$ cat src/rtl/bitonic_sort_dec_4_seq.sv
`default_nettype none
// ============================================================================
// Module   : bitonic_sort_dec_4_seq
// Brief    : Sorts batches of 4 unsigned words into descending order with a
//            3-stage bitonic network, one stage per clock. Optional macro
//            SORT_INDEX_OUT_EN adds y_idx (arrival position of each output).
// Revision : 1.0 - initial release
// ============================================================================
module bitonic_sort_dec_4_seq #(
    parameter int W = 8
) (
    input  logic         clk,
    input  logic         rst,
    input  logic         x_valid,
    output logic         x_ready,
    input  logic [W-1:0] x_data,
    output logic         y_valid,
    input  logic         y_ready,
    output logic [W-1:0] y_data,
    output logic         y_last,
    output logic         busy
`ifdef SORT_INDEX_OUT_EN
    ,
    output logic [1:0]   y_idx
`endif
);

    typedef enum logic [2:0] {
        FILL  = 3'd0,
        S1    = 3'd1,
        S2    = 3'd2,
        S3    = 3'd3,
        DRAIN = 3'd4
    } state_t;

    state_t       r_state;
    logic [1:0]   r_cnt;
    logic [W-1:0] r_d [4];
    logic [W-1:0] w_d [4];
    logic [1:0]   w_a [2];
    logic [1:0]   w_b [2];
    logic         w_desc [2];
    logic         w_swap [2];
`ifdef SORT_INDEX_OUT_EN
    logic [1:0]   r_t [4];
    logic [1:0]   w_t [4];
`endif

    // Two disjoint compare-exchange pairs per stage; S1 builds the bitonic
    // sequence (second pair ascending), S2/S3 merge it descending.
    always_comb begin
        w_a[0]    = 2'd0;
        w_b[0]    = 2'd1;
        w_a[1]    = 2'd2;
        w_b[1]    = 2'd3;
        w_desc[0] = 1'b1;
        w_desc[1] = 1'b1;
        if (r_state == S1) begin
            w_desc[1] = 1'b0;
        end
        if (r_state == S2) begin
            w_b[0] = 2'd2;
            w_a[1] = 2'd1;
        end
        w_d = r_d;
`ifdef SORT_INDEX_OUT_EN
        w_t = r_t;
`endif
        for (int p = 0; p < 2; p++) begin
            // Strict comparisons: equal words never move.
            w_swap[p] = w_desc[p] ? (r_d[w_a[p]] < r_d[w_b[p]])
                                  : (r_d[w_a[p]] > r_d[w_b[p]]);
            if (w_swap[p]) begin
                w_d[w_a[p]] = r_d[w_b[p]];
                w_d[w_b[p]] = r_d[w_a[p]];
`ifdef SORT_INDEX_OUT_EN
                w_t[w_a[p]] = r_t[w_b[p]];
                w_t[w_b[p]] = r_t[w_a[p]];
`endif
            end
        end
    end

    always_ff @(posedge clk or posedge rst) begin
        if (rst) begin
            r_state <= FILL;
            r_cnt   <= 2'd0;
            for (int i = 0; i < 4; i++) begin
                r_d[i] <= '0;
`ifdef SORT_INDEX_OUT_EN
                r_t[i] <= 2'd0;
`endif
            end
        end else begin
            case (r_state)
                FILL: begin
                    if (x_valid) begin
                        r_d[r_cnt] <= x_data;
`ifdef SORT_INDEX_OUT_EN
                        r_t[r_cnt] <= r_cnt;
`endif
                        r_cnt <= r_cnt + 2'd1;
                        if (r_cnt == 2'd3) begin
                            r_state <= S1;
                        end
                    end
                end
                S1, S2, S3: begin
                    r_d <= w_d;
`ifdef SORT_INDEX_OUT_EN
                    r_t <= w_t;
`endif
                    r_state <= (r_state == S1) ? S2 : (r_state == S2) ? S3 : DRAIN;
                end
                DRAIN: begin
                    if (y_ready) begin
                        r_cnt <= r_cnt + 2'd1;
                        if (r_cnt == 2'd3) begin
                            r_state <= FILL;
                        end
                    end
                end
                default: begin
                    r_state <= FILL;
                    r_cnt   <= 2'd0;
                end
            endcase
        end
    end

    // Outputs decode directly from registered state so reset acts immediately.
    assign x_ready = (r_state == FILL);
    assign y_valid = (r_state == DRAIN);
    assign y_data  = y_valid ? r_d[r_cnt] : '0;
    assign y_last  = y_valid && (r_cnt == 2'd3);
    assign busy    = !((r_state == FILL) && (r_cnt == 2'd0));
`ifdef SORT_INDEX_OUT_EN
    assign y_idx   = y_valid ? r_t[r_cnt] : 2'd0;
`endif

endmodule
`default_nettype wire
$ cat config.mk
export PLATFORM = sky130hd
export DESIGN_NAME = bitonic_sort_dec_4_seq
export DESIGN_NICKNAME = d
export VERILOG_FILES = /design/src/rtl/bitonic_sort_dec_4_seq.sv
export SDC_FILE = /design/constraint.sdc
export NUM_CORES = 1
export LEC_CHECK = 0
export CAP_MARGIN = 20
export CORE_MARGIN = 2
export CORE_UTILIZATION = 54
export CTS_CLUSTER_DIAMETER = 150
export DETAILED_ROUTE_END_ITERATION = 8
export PLACE_DENSITY = 0.9
export SYNTH_ARGS = -nofsm -noshare
export SYNTH_HDL_FRONTEND = slang
export SYNTH_SLANG_ARGS = --single-unit
export TNS_END_PERCENT = 100
$ cat constraint.sdc
create_clock -name clk -period 3 [get_ports clk]
set_input_delay 0.75 -clock clk [delete_from_list [all_inputs] [get_ports clk]]
set_output_delay 0.75 -clock clk [all_outputs]
set_load 0.01 [all_outputs]
==> run metrics <==
status=finished with violations; failing checks=setup timing; die area=around 6300 um^2; Setup Crit Path Kind=reg -> reg; Post-Synth XOR/XNOR Area=0.284%; CORE AREA=around 5500 um^2; Max Transition Viols Final=0; gr ovfl total=0; Area Growth Syn to Fin=21.2%; Post-Syn Nets=around 360; clk root buf=clkbuf_8; synthesized area per cell=9.30 um^2; via count=between 3,000 and 4,000; DRC viols=0; CP Capture Type=register; CTS H-tree depth=2; fin area=3740 um^2; Hold Crit Class=reg -> reg; unrepaired setup endpoints after global routing=true; synthesized flop and latch total=37; Post-synth EDFFs=0; R2R Path End=r_d[17]; PortBufs=23; Die X=79.6 um; Die Y-Extent=~80 um; Stages on worst setup path=9; flop-to-flop setup slack=-0.19 ns; Slew headroom=36.8%; Synth warnings=0; CP max-delay cell=or3_4; initial antenna violation count=0; CP Capture Point=r_d[17]; Mapped Area=a little over 3000 um^2; Area contributors post-synth=dfrtp_1 (30%), mux2i_1 (11%), ha_1 (7.7%); Syn Inst Count=332; clock skew=between 0.01 and 0.015 ns; clk sinks=37; max-cap violations=0; initial core utilization=between 50% and 60%; CTS tree=done; Synth top area share=30.0%; share of synthesized registers carrying an async set or reset=100%; Adder-Cell Fraction of Synth Area=7.70%; CP Buf/Inv Count=1; vias in the first global route=2,937; maximum clock frequency=roughly 310 MHz; endpoints failing setup=21; Synth Area in Simple Gates=16.8%; routability cong.=0.964; layout cells sized above 1=20.8%; worst setup margin=-0.195 ns; post-synthesis sequential area ratio=30.0%; latest clock arrival within the worst-skew pair=~0.31 ns; distinct cell type count after synthesis=53; area leader, netlist=dfrtp_1; num rows=27; CTS max path bufs=2; GR Util All Layers=30.3%; antenna diode count=0; CP delay by family, top=simple AND/OR/NAND/NOR gates; post-synthesis mux area share=a little over a fifth; cts bufs inserted=5; RR Startpoint=r_state[1]; Worst EP required=approximately 3.2 ns; WL/cell=approximately 23 um; Area after DPL=3440 um^2; Vias/cell=7.07; critical path fanouts, max=16; DP HPWL=between 6 and 7 mm; I/O Pins=24; worst slew pin tran=0.944 ns; crit path launch=r_state[1]; Synth Area in Compound Gates=between 10% and 20%; TritonRoute pass-1 iters=8; final hold vios=0; first-pass GRT wire length=14.9 mm; Total Routed Length=9.88 mm; Worst setup SP type=register; most common flop cell mapped by yosys=dfrtp_1; CP Data Arrival Time=between 3 and 4 ns; largest net degree at the start of global routing=38; max incr delay on CP=0.49 ns; Final Cycle Share=106%; Worst-path clk slew=0.08 ns; worst r2r path cells=9; Worst Hold Launch=r_d[27]; Final Net Count=397; DRT iter0 DRCs=525; filler instances=389; Final min period=3.19 ns; largest family of logic cells by synthesized area=multiplexers; worst path cell trace=nor3b_4, mux2i_1, inv_1, ha_1, a21oi_1, o21ai_2, or3_4, o21a_1, a221oi_1; ANT nets after route=0
-- cell families (layout without fill, tap and decap cells) --
logic type / count (synthesis) / count (layout)
simple gates: 100 / 100
flops: 37 / 37
buf+inv: 39 / 73
xor+xnor: 1 / 1
fa+ha+maj: 19 / 19
mux: 53 / 53
compound gates: 83 / 83
-- cells in the mapped netlist (all sizes together) (2+ instances only) --
master	number
a211oi	3
a21oi	13
a221o	4
a221oi	8
a31oi	6
and2	2
and3	16
buf	9
clkbuf	9
dfrtp	37
ha	19
inv	21
mux2	11
mux2i	34
mux4	8
nand2	33
nand2b	4
nand3	9
nand4	4
nor2	20
nor2b	4
o21a	3
o21ai	19
o21bai	2
o221ai	8
o22ai	8
o31ai	2
or3	3
-- layout by cell type, fill, tap and decap left out, drive strengths merged, types with 2 or more instances in the layout --
master / instances
dfrtp: 37
mux2i: 34
nand2: 33
clkdlybuf4s50: 23
buf: 22
inv: 21
nor2: 20
ha: 19
o21ai: 19
and3: 16
a21oi: 13
mux2: 11
nand3: 9
o22ai: 8
o221ai: 8
mux4: 8
a221oi: 8
clkbuf: 7
a31oi: 6
nor2b: 4
nand4: 4
a221o: 4
nand2b: 4
o21a: 3
or3: 3
a211oi: 3
and2: 2
o21bai: 2
o31ai: 2
-- area by class of cell --
| type | count | area (um^2) | area share (%) |
|---|---|---|---|
| clock buffers | 7 | 86.3 | 2.31 |
| inverters | 21 | 78.8 | 2.11 |
| multi-input cells | 256 | 2140 | 57.3 |
| repair buffers | 45 | 414 | 11.1 |
| well taps | 72 | 90.1 | 2.41 |
| flip-flops and latches | 37 | 928 | 24.8 |
-- timing repair --
item | 4_1_cts | 5_1_grt
buffers inserted | 4 | 3
pin swaps | 1 | 5
hold buffers | 0 | 0
endpoints found under the setup margin | 15 | 33
resized for setup | 7 | 26
-- worst min path at each step --
stage	to	slack [ns]	cells after the start
2_1_floorplan	r_d[28]	0.53	1
3_3_place_gp	r_d[17]	0.57	2
3_5_place_dp	r_d[17]	0.58	2
4_1_cts	r_d[17]	0.59	2
5_1_grt	r_d[25]	0.64	1
6_report	r_d[27]	0.63	1
-- state kept, by name (all words and copies together), names as in the netlist --
register  count
r_d          32
r_state       3
r_cnt         2
-- per-stage QoR --
step	setup TNS (ns)	worst slack, ns	std cells	hold slack [ns]	util (%)
5_1_grt	-3.82	-0.283	438	0.640	68.0
2_1_floorplan	0	0.00217	332	0.525	-
4_1_cts	0	0.00854	435	0.592	65.2
3_5_place_dp	-0.347	-0.0617	424	0.583	62.5
3_3_place_gp	0	0.0638	424	0.575	62.5
6_report	-1.77	-0.195	438	0.628	68.0
-- layer usage --
metal  up-vias  track usage [%]  share of wire (%)
li1       1313                -                  -
met3        48             5.43                 12
met5         -                0                  0
met2       268             46.3                 46
met1      1469             41.7                 39
met4         0             14.0                3.9
Power is not shown: default switching activity piles up to over one toggle a cycle in this logic, so the estimate is an artifact.
==> edit 1 (config.mk and constraints unchanged) <==
Build with the macro `SORT_INDEX_OUT_EN` defined.
--- a/src/rtl/bitonic_sort_dec_4_seq.sv
+++ b/src/rtl/bitonic_sort_dec_4_seq.sv
@@ -8,2 +8,4 @@
 // ============================================================================
+`define SORT_INDEX_OUT_EN
+
 module bitonic_sort_dec_4_seq #(
Behaviour (old outputs only; new: y_idx): unchanged (equiv_simple and equiv_induct, registers matched by name and starting in step).
==> edit 1 against the unedited design <==
- the flow still finishes with violations (setup timing)
- highest routed layer unchanged
- setup slack better by 0.15 ns
- routed wire length up 33%
- cell area rose by 21%
- critical path type unchanged
- synthesized area up 16%
- cell count is 23% higher
- sequential cell count increased by 8
Power is not shown: default switching activity piles up to over one toggle a cycle in this logic, so the estimate is an artifact.
==> edit 1: results (changes against the unedited design) <==
- Status: finished with violations
- Failing checks: setup timing
- Port bufs: 25 (+8.7%)
- Area after DPL: 4150 µm² (+20%)
- Final HPWL DP: 8390 µm (+30%)
- Met1 usage in global routing: 0.444 (+0.0263)
- Top flop regs: r_d (32), r_t (8), r_state (3)
- Share of post-route cells with drive strength above 1: 0.238 (+0.0299)
- CP max FO: 6 (-10)
- Hold Path Sink: r_d[17]$_DFFE_PP0P_
- Critical Path Source: r_state[2]$_DFFE_PP0P_
- Filler cells: 474 (+22%)
- Syn_nets: 438 (+21%)
- Vias in the first global route: 3587 (+22%)
- First-pass DRT Iterations: 5 (-3)
- CP top delay family: compound AO/OA/AOI/OAI gates
- Initial DRC count: 753 (+43%)
- Worst setup slack after layout: -0.0441 ns (+0.151 ns)
- Final setup viols: 11 (-48%)
- Fraction of the yosys area taken by sequential cells: 0.314 (+0.0142)
- Final GP Congestion: 1.06 (+10%)
- Met2 wire length: 5800 µm (+29%)
- Hold path depth: 2 (+1)
- Slew headroom: 0.602 (+0.234)
- CP max-delay cell: dfrtp_2
- Reg2reg end: r_d[2]$_DFFE_PP0P_
==> edit 1: changes by cell type after synthesis, sizes merged, moves of 8 or more <==
cell / before / now
a21oi: 13 / 29
a32oi: 0 / 9
clkbuf: 9 / 18
dfrtp: 37 / 45
inv: 21 / 13
nand2: 33 / 74
nand3: 9 / 19
o211ai: 1 / 9
o21ai: 19 / 11
==> edit 1: layout make-up <==
cell class | instances | area (µm²) | share of cell area
clock inverters | 1 | 5.00 | 0.00110
multi-input cells | 322 | 2470 | 0.545
inverters | 13 | 48.8 | 0.0107
well taps | 77 | 96.3 | 0.0212
clock buffers | 5 | 68.8 | 0.0152
flip-flops and latches | 45 | 1130 | 0.249
repair buffers | 77 | 718 | 0.158
==> edit 1: metrics by stage <==
stage | cells | util | setup TNS [ns]
after floorplan | 407 | - | 0
after global routing | 540 | 0.711 | -1.65
after CTS | 528 | 0.662 | 0
after detailed placement | 521 | 0.649 | -0.179
final | 540 | 0.711 | -0.206
after global placement | 521 | 0.649 | 0
==> edit 1: logic make-up (layout without fill, tap and decap cells) <==
family          Yosys count  after routing  synth area share
compound gates          110            111             0.224
fa+ha+maj                19             19            0.0663
buf+inv                  41             96            0.0489
flops                    45             45             0.314
mux                      44             44             0.160
simple gates            148            148             0.187
==> edit 1: repair_timing <==
item,CTS,global route
gates cloned,0,2
hold buffers,0,0
setup buffers,1,11
pin swaps,1,28
resized for setup,0,41
endpoints found under the hold margin,0,0
setup endpoints to repair,8,37
==> edit 1: worst register-to-register path: cells and delay by family, from the launching register on <==
family	cells	cell delay (ns)
buffers and inverters	4	0.59
flip-flops	1	0.44
AND/OR/NAND/NOR	3	0.47
adder cells (fa/ha/maj)	1	0.22
AO/OA/AOI/OAI	6	1.25
==> edit 2 (same settings) <==
Without the edit above. Encoding of `state_t`: now one-hot (5 bits for 5 states).
--- a/src/rtl/bitonic_sort_dec_4_seq.sv
+++ b/src/rtl/bitonic_sort_dec_4_seq.sv
@@ -27,8 +27,8 @@
 
-    typedef enum logic [2:0] {
-        FILL  = 3'd0,
-        S1    = 3'd1,
-        S2    = 3'd2,
-        S3    = 3'd3,
-        DRAIN = 3'd4
+    typedef enum logic [4:0] {
+        FILL  = 5'b00001,
+        S1    = 5'b00010,
+        S2    = 5'b00100,
+        S3    = 5'b01000,
+        DRAIN = 5'b10000
     } state_t;
Formal check against the unedited RTL: no difference found for any inputs over 4 cycles, from zero or initial values and one cycle with rst high; so few cycles prove little.
==> edit 2 against the unedited design <==
- the run still ends with setup timing left
- clock skew rose by 0.0041 ns
- routed wire length rose by 15%
- synthesized area fell by 6.0%
- cell area rose by 5.8%
- sequential cell count rose by 2
- setup slack got worse by 0.081 ns
==> edit 2: results (changes against the unedited design) <==
- Yosys cell types: 45 (-15%)
- Final setup viols: 21 (unchanged)
- Slowest cell delay on critical path: 0.42 ns (-0.07 ns)
- Largest net degree at the start of global routing: 40 (+5.3%)
- Clock skew: 0.0147 ns (+0.00410 ns)
- Vias in the first global route: 3000 (+2.1%)
- Fraction of the yosys area taken by sequential cells: 0.337 (+0.0368)
- Worst Reg-to-Reg Cells: 14 (+5)
- Area after DPL: 3330 µm² (-3.2%)
- DR vias/cell: 7.39 (+4.5%)
- Failing checks: setup timing
- Synth top cells by count: 38 x dfrtp_1, 36 x mux2i_1, 32 x nor2_1
- All-Layer GR Usage: 0.332 (+0.0289)
- R2R Path Start: r_state[3]$_DFFE_PP0P_
- Multiplexer share of the synthesized area: 0.190 (-0.0186)
- Total Wirelength: 11300 µm (+15%)
- DR WL/cell: 26.5 µm (+17%)
- Final HPWL DP: 5960 µm (-7.8%)
- Syn_nets: 330 (-9.1%)
- Status: finished with violations
- Max IR drop VDD: 0.595 mV
- Final GP Congestion: 0.972 (+0.83%)
- Synth area leaders: dfrtp_1 33%, mux2i_1 12%, ha_1 8.2%
- Critical Path End: r_d[10]$_DFFE_PP0P_
- Adder-Cell Fraction of Synth Area: 0.0819 (+0.00492)
- Cell total after placement: 404 (-4.7%)
- Pre-CTS setup slack: -0.198 ns (-0.136 ns)
- Worst setup slack after layout: -0.276 ns (-0.0814 ns)
- Slew headroom: 0.560 (+0.192)
- Critical Path Source: r_state[3]$_DFFE_PP0P_
- Top flop regs: r_d (32), r_state (5), r_cnt (2)
- Total Neg Setup Slack: -2.07 ns (-0.299 ns)
- Final nets: 388 (-2.3%)
- CP max FO: 13 (-3)
- Post-synthesis cell count: 299 (-9.9%)
- Share of post-route cells with drive strength above 1: 0.324 (+0.116)
- Worst path arrival time: 3.50 ns (+0.12 ns)
## edit 2: cell count changes after synthesis, moves of 5 or more
cell / change
a221o_1: +6
nor2_1: +13
a31oi_1: -5
and3_1: -12
mux2_2: -6
a211oi_1: +5
nand2_1: -19
and2_1: +7
## edit 2: final cells by class
type / count / area (µm²) / share of cell area
Clock buffer: 5 / 68.8 / 0.0174
Clock inverter: 3 / 20.0 / 0.00506
Inverter: 24 / 92.6 / 0.0234
Multi-Input combinational cell: 224 / 2140 / 0.540
Sequential cell: 39 / 977 / 0.247
Tap cell: 70 / 87.6 / 0.0221
Timing Repair Buffer: 63 / 574 / 0.145
## edit 2: worst min-delay path by stage
stage                                 startpoint                     end  slack, ns  cells after the start
after floorplan               r_d[1]$_DFFE_PP0P_      r_d[9]$_DFFE_PP0P_       0.49                      2
after global placement        r_d[3]$_DFFE_PP0P_     r_d[11]$_DFFE_PP0P_       0.55                      2
after detailed placement      r_d[1]$_DFFE_PP0P_      r_d[9]$_DFFE_PP0P_       0.55                      2
after CTS                     r_d[1]$_DFFE_PP0P_      r_d[9]$_DFFE_PP0P_       0.57                      2
after global routing      r_state[2]$_DFFE_PP0P_  r_state[4]$_DFFE_PP0P_       0.65                      2
final                     r_state[2]$_DFFE_PP0P_  r_state[4]$_DFFE_PP0P_       0.59                      2
## edit 2: stage by stage
step / util / total power [mW] / hold slack (ns)
floorplan: - / 2.41 / 0.494
global placement: 0.648 / 2.75 / 0.547
detailed placement: 0.648 / 2.85 / 0.553
CTS: 0.706 / 3.55 / 0.568
global route: 0.770 / 4.50 / 0.649
finish: 0.770 / 4.34 / 0.590
## edit 2: power groups by stage
stage	Sequential (mW)	Clock [mW]	Combinational [mW]
final	1.26	0.384	2.69
after global routing	1.27	0.394	2.84
after floorplan	0.965	0	1.44
after global placement	1.08	0	1.67
after detailed placement	1.10	0	1.76
after CTS	1.11	0.364	2.07
## edit 2: per-layer routing
layer  vias to the layer above  GRT usage  wire length, µm
li1                       1240          -                -
met1                      1466      0.421             3810
met2                       347      0.511             5030
met3                       111     0.0776             1610
met4                         0      0.209              873
met5                         -          0                0
## edit 2: cell families after synthesis
| kind of cell | after synthesis |
|---|---|
| xor+xnor | 1 |
| simple gates | 86 |
| flops | 39 |
| fa+ha+maj | 19 |
| compound gates | 73 |
| mux | 45 |
| buf+inv | 36 |
## edit 2: what timing repair did
| action | 4_1_cts | 5_1_grt |
|---|---|---|
| setup endpoints to repair | 32 | 41 |
| pin swaps | 10 | 15 |
| setup buffers | 12 | 4 |
| gates resized for setup | 27 | 52 |
| endpoints found under the hold margin | 0 | 0 |
| hold buffers | 0 | 0 |
